===== src/rtl/freq_gauge_multi.sv =====
// freq_gauge_multi: multi-channel frequency gauge behind a 32-bit Avalon-MM slave.
// Synchronised probe toggle edges are counted over a programmable gate and scaled to Hz.
module freq_gauge_multi #(
  parameter int Channels       = 4,
  parameter int ReferenceClock = 50000000,
  parameter int PrescaleLog2   = 0,
  parameter int SyncStages     = 3
) (
  input  logic                clk,
  input  logic                reset_n,
  input  logic [Channels-1:0] probe_toggle,
  input  logic [4:0]          mm_address,
  input  logic                mm_read,
  output logic [31:0]         mm_readdata,
  input  logic                mm_write,
  input  logic [31:0]         mm_writedata
);

  localparam int          ProdW    = 32 + PrescaleLog2 + 7;
  localparam logic [31:0] GateFast = 32'(ReferenceClock / 100);
  localparam logic [31:0] GateMid  = 32'(ReferenceClock / 10);
  localparam logic [31:0] GateSlow = 32'(ReferenceClock);

  function automatic logic [31:0] gate_reload(input logic [1:0] sel);
    case (sel)
      2'b01:   gate_reload = GateMid - 32'd1;
      2'b10:   gate_reload = GateSlow - 32'd1;
      default: gate_reload = GateFast - 32'd1;
    endcase
  endfunction

  function automatic logic [6:0] gate_scale(input logic [1:0] sel);
    case (sel)
      2'b01:   gate_scale = 7'd10;
      2'b10:   gate_scale = 7'd1;
      default: gate_scale = 7'd100;
    endcase
  endfunction

  // Bit 32 of the return value flags saturation of the 32-bit result.
  function automatic logic [32:0] to_hz(input logic [31:0] edges, input logic [1:0] sel);
    logic [ProdW-1:0] prod;
    prod = (ProdW'(edges) << PrescaleLog2) * ProdW'(gate_scale(sel));
    if (prod[ProdW-1:32] != '0) begin
      to_hz = {1'b1, 32'hFFFF_FFFF};
    end else begin
      to_hz = {1'b0, prod[31:0]};
    end
  endfunction

  logic [Channels-1:0] sync_q [SyncStages];
  logic [Channels-1:0] sync_d [SyncStages];
  logic [Channels-1:0] cmp_q, cmp_d, edge_s;
  logic [2:0]          ctrl_q, ctrl_d;
  logic [31:0]         gate_q, gate_d;
  logic [31:0]         cnt_q [Channels];
  logic [31:0]         cnt_d [Channels];
  logic [31:0]         res_q [Channels];
  logic [31:0]         res_d [Channels];
  logic [Channels-1:0] valid_q, valid_d, ovf_q, ovf_d;
  logic [31:0]         rdata_q, rdata_d;
  logic                ctrl_wr_s;
  logic                unused_wdata_s;

  assign ctrl_wr_s      = mm_write && (mm_address == 5'd0);
  assign edge_s         = sync_q[SyncStages-1] ^ cmp_q;
  assign mm_readdata    = rdata_q;
  assign unused_wdata_s = ^mm_writedata[31:3];

  // Probe synchroniser shift and edge-compare stage.
  always_comb begin
    sync_d[0] = probe_toggle;
    for (int s = 1; s < SyncStages; s++) begin
      sync_d[s] = sync_q[s-1];
    end
    cmp_d = sync_q[SyncStages-1];
  end

  // Gate timing, edge counting and result capture; a CTRL write restarts the window.
  always_comb begin
    ctrl_d  = ctrl_q;
    gate_d  = gate_q;
    cnt_d   = cnt_q;
    res_d   = res_q;
    valid_d = valid_q;
    ovf_d   = ovf_q;
    if (ctrl_wr_s) begin
      ctrl_d  = mm_writedata[2:0];
      gate_d  = gate_reload(mm_writedata[2:1]);
      cnt_d   = '{default: 32'd0};
      valid_d = '0;
    end else if (!ctrl_q[0]) begin
      gate_d = gate_reload(ctrl_q[2:1]);
      cnt_d  = '{default: 32'd0};
    end else if (gate_q == 32'd0) begin
      gate_d = gate_reload(ctrl_q[2:1]);
      for (int i = 0; i < Channels; i++) begin
        // An edge seen on the terminal cycle opens the next window.
        cnt_d[i]             = {31'd0, edge_s[i]};
        {ovf_d[i], res_d[i]} = to_hz(cnt_q[i], ctrl_q[2:1]);
        valid_d[i]           = 1'b1;
      end
    end else begin
      gate_d = gate_q - 32'd1;
      for (int i = 0; i < Channels; i++) begin
        cnt_d[i] = (edge_s[i] && (cnt_q[i] != 32'hFFFF_FFFF)) ? cnt_q[i] + 32'd1 : cnt_q[i];
      end
    end
  end

  // Register read mux; reads see pre-write, pre-update state.
  always_comb begin
    rdata_d = 32'd0;
    if (mm_read) begin
      case (mm_address)
        5'd0:    rdata_d = {29'd0, ctrl_q};
        5'd1:    rdata_d = {16'(ovf_q), 16'(valid_q)};
        default: begin
          for (int i = 0; i < Channels; i++) begin
            rdata_d = (mm_address == 5'(i + 2)) ? res_q[i] : rdata_d;
          end
        end
      endcase
    end else begin
      rdata_d = 32'd0;
    end
  end

  // State registers.
  always_ff @(posedge clk or negedge reset_n) begin
    if (!reset_n) begin
      sync_q  <= '{default: '0};
      cmp_q   <= '0;
      ctrl_q  <= 3'b001;
      gate_q  <= GateFast - 32'd1;
      cnt_q   <= '{default: 32'd0};
      res_q   <= '{default: 32'hFFFF_FFFF};
      valid_q <= '0;
      ovf_q   <= '0;
      rdata_q <= 32'd0;
    end else begin
      sync_q  <= sync_d;
      cmp_q   <= cmp_d;
      ctrl_q  <= ctrl_d;
      gate_q  <= gate_d;
      cnt_q   <= cnt_d;
      res_q   <= res_d;
      valid_q <= valid_d;
      ovf_q   <= ovf_d;
      rdata_q <= rdata_d;
    end
  end

endmodule


===== config.mk =====
export PLATFORM = sky130hd
export DESIGN_NAME = freq_gauge_multi
export DESIGN_NICKNAME = d
export VERILOG_FILES = /design/src/rtl/freq_gauge_multi.sv
export SDC_FILE = /design/constraint.sdc
export NUM_CORES = 2
export LEC_CHECK = 0
export BUFFER_PORTS_ARGS = -buffer_cell sky130_fd_sc_hd__buf_2
export CAP_MARGIN = 20
export CORE_ASPECT_RATIO = 1.5
export CORE_MARGIN = 4
export CORE_UTILIZATION = 35
export CTS_BUF_LIST = sky130_fd_sc_hd__clkbuf_4 sky130_fd_sc_hd__clkbuf_8
export DETAILED_ROUTE_END_ITERATION = 8
export MAX_ROUTING_LAYER = met4
export SLEW_MARGIN = 20
export SYNTH_ARGS = -nofsm -noshare
export SYNTH_HDL_FRONTEND = slang
export SYNTH_SLANG_ARGS = --single-unit

===== constraint.sdc =====
create_clock -name clk -period 18.5 [get_ports clk]
set_clock_uncertainty 0.1 [all_clocks]
set_input_delay 0.925 -clock clk [delete_from_list [all_inputs] [get_ports clk]]
set_output_delay 0.925 -clock clk [all_outputs]
set_load 0.05 [all_outputs]

Word level (Yosys, flattened, before mapping)
Index checks and enable logic that the tools add are counted.
- flip-flop bits (word level): 347
- input port bits: 45
- output and inout bits: 32
- word-level logic and storage cells: 89
- $add $sub $neg: 5
- multiply operators: 4
- equality and inequality tests: 17
- multiplexer cells: 29
- bitwise operators: 2
- reductions and logical operators: 15
- operators by type and width (cell ; number):
    2-to-1 mux 128 bit ; 3
    2-to-1 mux 32 bit ; 12
    multiplier 32 x 7 -> 39 bit ; 4
    2-to-1 mux 33 bit ; 4
    adder 32 x 1 -> 32 bit, second input constant ; 4
    inequality test 32 bit, second input constant ; 4
    case mux 26 bit (2 select lines) ; 2
    case mux 32 bit (2 select lines) ; 1
    logical NOT 32 bit ; 1
    subtractor 32 x 1 -> 32 bit, second input constant ; 1
    nonzero test 7 bit ; 4
    2-to-1 mux 7 bit ; 3
    inequality test 4 x 1 -> 1 bit, second input constant ; 4
    case mux 7 bit (2 select lines) ; 1
    2-to-1 mux 4 bit ; 3
    equality test 5 x 2 -> 1 bit, second input constant ; 2
    equality test 5 x 3 -> 1 bit, second input constant ; 2
    equality test 5 x 1 -> 1 bit, second input constant ; 1
    logical AND 1 bit ; 5
    logical NOT 5 bit ; 1
    equality test 2 x 1 -> 1 bit, second input constant ; 2
    equality test 2 bit, second input constant ; 2
    nonzero test 2 bit ; 2
    bitwise XOR 4 bit ; 1
    other kinds (3) ; 3

Depth between registers and ports, before layout
- depth in word-level cells: 8
- mapped depth: 26
- depth with buffers taken out: 21

Least setup slack after synthesis
Ideal clock, no wire load.
- path type: reg-to-reg
- start: reg ctrl_q[1]
- end: reg res_q[100] (netlist bit)
- setup time: 0.080 ns
- data arrival time: 6.424 ns
- required time: 18.320 ns
- slack: 11.896 ns
- cell stages (with the launch flop): 27
- cells stage by stage: dfrtp_1 inv_1 ha_1 clkbuf_1 clkbuf_1 clkbuf_1 clkbuf_1 nand2_1 fa_1 inv_1 fa_1 fa_1 inv_1 fa_1 inv_1 ha_1 clkbuf_1 nand2_1 nor2_1 o2111ai_1 a2111oi_0 nor3b_1 mux2_1 a2111oi_0 nand4_1 buf_2 o22a_1
- word-level cells in the longest chain between the ends: 8
- RTL lines (element ; line ; RTL):
    start, declared ; 54 ; logic [2:0] ctrl_q, ctrl_d;
    start signal, assigned ; 144 ; ctrl_q <= ctrl_d;
    equality test 2 bit or equality test 2 x 1 -> 1 bit (tied branches) ; 33 ; case (sel)
    case mux 7 bit (2 select lines) * ; 33 ;
    2-to-1 mux 7 bit * ; 95 ; end else if (gate_q == 32'd0) begin
    2-to-1 mux 7 bit * ; 92 ; end else if (!ctrl_q[0]) begin
    2-to-1 mux 7 bit * ; 87 ; if (ctrl_wr_s) begin
    multiplier 32 x 7 -> 39 bit * ; 43 ; prod = (ProdW'(edges) << PrescaleLog2) * ProdW'(gate_scale(sel));
    nonzero test 7 bit ; 44 ; if (prod[ProdW-1:32] != '0) begin
    2-to-1 mux 33 bit * ; 44 ;
    end signal, assigned ; 147 ; res_q <= res_d;
    end, declared ; 58 ; logic [31:0] res_q [Channels];
Every way passes the cells marked *; elsewhere a longest branch is shown, timed or not. The select of a mux whose other input is x is not followed.
A chain may end at the register's enable or synchronous reset.

Worst setup path after layout
- start: reg ctrl_q[1]
- end: reg res_q[67] (netlist bit)
Same word-level chain as after synthesis.

==> results by group <==
Critical path
  – Worst reg2reg endpoint: res_q[67]
  – CP Capture Point: res_q[67]
  – Largest fanout on the critical path: 85
  – CP endpoint kind: flip-flop
  – CP cell instances: inv_1, ha_4, buf_4, buf_4, and2_1, inv_1, fa_1, inv_1, fa_1, fa_1, inv_1, fa_1, inv_1, ha_1, nand4_1, or4_1, a21oi_1, o211a_1, o21ai_0, a211oi_2, nor4b_4, buf_4, a21oi_1
  – Setup slack, reg-to-reg: 10.05 ns
  – Most Frequent Cell on Critical Path: inv_1
  – Reg2reg start: ctrl_q[1]
  – Cells on worst reg2reg path: 23
  – WP depth: 23
  – CP delay by family, top: adder cells
  – Crit path buf inv count: 8
  – Arrival time at the worst endpoint: 8.97 ns
  – CP Launch Point: ctrl_q[1]
  – CP max-delay cell: ha_4
  – Critical Path RT: 19.02 ns
  – Critical Path Max Stage Delay: 0.74 ns
  – CP Class: reg -> reg
  – CP startpoint kind: flip-flop

CTS
  – Setup Buffers After CTS: 0
  – Clock Path Buffers: 3
  – Clock root buffer: clkbuf_8
  – Clk slew on worst S/H paths: 0.06 ns
  – # hold bufs at CTS: 0
  – Worst skew pair latency: 0.75 ns
  – CTS tree: done
  – CTS resizes: 0
  – Htree depth: 2
  – Clk sinks: 344
  – CTS Buf Count: 58

Timing
  – Minimum clock period after layout: 8.45 ns
  – Tightest Pin Transition: 1.11 ns
  – Max frequency: 118 MHz
  – Setup TNS: 0 ns
  – Endpoints failing hold: 0
  – Final Setup Violations: 0
  – Tcrit/Tclk final: 45.7%
  – Rel. slew slack: 25.8%
  – RSZ-0062 raised after global routing: false
  – Pins Over Slew Limit: 0

Global route
  – Vias in the first global route: 33900
  – Grt ovf: 0
  – Pin count of the biggest net entering global routing: 93
  – Total GRT Usage: 17.8%
  – First-pass GRT wire length: 176 mm
  – Initial antenna violation count: 4

Yosys
  – Async S/R FF share, synth: 100%
  – Number of synthesized flops with an enable pin: 0
  – Post-synth top cells: inv_1 (707), nand2_1 (474), fa_1 (412)
  – Top cell type's share of synthesized area: 19.9%
  – Top FF cell, synth: dfrtp_1
  – Largest family of logic cells by synthesized area: adder cells
  – Synth Register Bits: 344
  – Most frequent cell after synthesis: inv_1
  – Synth Net Count: 5597
  – Yosys top cell by area: fa_1
  – Mux contribution to synthesized area: 0.199%
  – Post-Synth XOR/XNOR Area: 8.84%
  – Compound-gate portion of the synthesized area: 13.9%
  – Cells after Synth: 4819
  – Sequential area share after synthesis: 21.2%
  – Post-synthesis adder-cell area fraction: 29.5%
  – Synth warnings: 0
  – Synth top area cells: fa_1 (20%), dfrtp_1 (12%), ha_1 (9.7%)
  – Post-Synth Simple-Gate Area: 17.4%
  – Syn Area/Cell: 8.62 um2
  – Mapped Area: 41500 um2
  – Netlist cell types: 90

Cells and area
  – Final Util: 37.7%
  – Area Overhead vs Synth: 6.83%
  – Fill count: 12100
  – Layout cells sized above 1: 8.69%
  – Non-filler cells, final: 6304
  – # nets final: 5472

Placement
  – # port buffers: 47
  – Post-DP HPWL: 82.4 mm
  – Post-Place Cells: 6194
  – Placer Congestion: 0.872

Power
  – Net switching power: 772 uW
  – Sequential Power Share: 39.5%
  – Peak supply drop: 50.7 uV
  – Clock share of power: 37.0%
  – Power Dens Cells: 48.8 nW/um2
  – P_int: 1.39 mW
  – Leak Pwr: 22.9 nW
  – Combinational share of power: 23.5%
  – Switching Fraction: 35.6%

Floorplan
  – Top-level port count: 77
  – Core Area: 118000 um2
  – Row Count: 154
  – Die width: 289 um
  – Initial Utilization: 35.3%
  – Die height: 430 um
  – Die ar.: 124000 um2

Min path
  – Worst hold path type: in -> async

Routing
  – Routed Antenna Nets: 0
  – Vias per cell: 5.13
  – Total vias in the final route: 32300
  – Routed WL: 106 mm
  – Remaining DRCs: 0
  – Avg WL per Cell: 16.8 um
  – Drt first pass iters: 7
  – Initial drt markers: 1647

Run
  – Max cap viols: 0

Run status
  – Status: finished, final reports clean
==> layer usage <==
metal	share of wire, %	vias up	wire [um]	track usage, %
met1	40	16100	42500	20.3
met3	3.2	206	3390	1.88
met4	4.3	0	4580	6.74
li1	-	15500	-	-
met2	52	534	55400	31.9
met5	0	-	0	-
==> registers in the layout (all words and copies together) (netlist names) <==
register	flops
gate_q	32
ctrl_q	3
cmp_q	4
mm_readdata	32
cnt_q	128
valid_q	1
cmp_d	4
ovf_q	4
res_q	128
sync_d	8
==> through the flow <==
| step | power (mW) | hold WS, ns | instance area [um2] | setup WS (ns) |
|---|---|---|---|---|
| 2_1_floorplan | 1.21 | 0.231 | 41500 | 11.90 |
| 3_3_place_gp | 1.37 | 0.236 | 43000 | 10.14 |
| 3_5_place_dp | 1.38 | 0.235 | 43000 | 10.04 |
| 4_1_cts | 2.21 | 0.0887 | 44300 | 10.03 |
| 5_1_grt | 2.30 | 0.144 | 44400 | 9.50 |
| 6_report | 2.17 | 0.149 | 44400 | 10.05 |
==> worst min path at each step <==
stage / startpoint / endpoint / cells after the start
final: reset_n / cnt_q[126] / 1
after CTS: reset_n / sync_d[4] / 1
after floorplan: sync_d[0] / cmp_d[0] / 0
after global placement: sync_d[7] / sync_d[3] / 0
after global routing: probe_toggle[3] / sync_d[7] / 1
after detailed placement: sync_d[2] / cmp_d[2] / 0
==> cell type report <==
type	instances	area, um2	share of cell area [%]
Multi-Input combinational cell	3503	29100	65.7
Sequential cell	344	8780	19.8
Inverter	707	2650	5.98
Tap cell	1560	1950	4.40
Clock buffer	88	1090	2.46
Timing Repair Buffer	80	493	1.11
Clock inverter	19	249	0.561
Antenna cell	3	7.51	0.0169
==> cells by family (layout without fill, tap and decap cells) <==
logic type | count (synthesis) | in the layout
multiplexers | 8 | 8
buffers and inverters | 972 | 894
XOR/XNOR | 419 | 419
AND/OR/NAND/NOR | 1492 | 1492
AO/OA/AOI/OAI | 851 | 851
flip-flops | 344 | 344
other | 0 | 3
adder cells (fa/ha/maj) | 733 | 733
==> power by group through the flow <==
stage / clock (mW) / sequential (mW) / combinational [mW]
after detailed placement: 0 / 0.869 / 0.512
final: 0.801 / 0.857 / 0.509
after CTS: 0.834 / 0.856 / 0.515
after global placement: 0 / 0.867 / 0.506
after floorplan: 0 / 0.851 / 0.360
after global routing: 0.859 / 0.865 / 0.576
==> cell usage in the layout (no fill, tap or decap), types with 14 or more instances in the layout <==
| cell type | count |
|---|---|
| dfstp_2 | 140 |
| a21oi_1 | 268 |
| and2_1 | 208 |
| fa_1 | 412 |
| nand4_1 | 73 |
| xor2_1 | 288 |
| o21ai_0 | 101 |
| o21bai_1 | 32 |
| or3_1 | 34 |
| a211oi_1 | 30 |
| a21boi_0 | 16 |
| o21a_1 | 47 |
| dfrtp_1 | 204 |
| clkbuf_8 | 69 |
| inv_1 | 707 |
| clkbuf_4 | 19 |
| nor2_1 | 377 |
| a222oi_1 | 31 |
| and4_1 | 22 |
| xnor2_1 | 131 |
| a22o_1 | 24 |
| o22a_1 | 32 |
| nor3_1 | 44 |
| ha_1 | 318 |
| a21oi_2 | 29 |
| buf_4 | 33 |
| a21o_1 | 70 |
| nor4_1 | 14 |
| nand3_1 | 65 |
| o211ai_1 | 18 |
| nand2_1 | 474 |
| buf_2 | 46 |
| nor2b_1 | 17 |
| and3_1 | 104 |
| a31o_2 | 18 |
No activity file was read; power rests on OpenSTA's default activity.
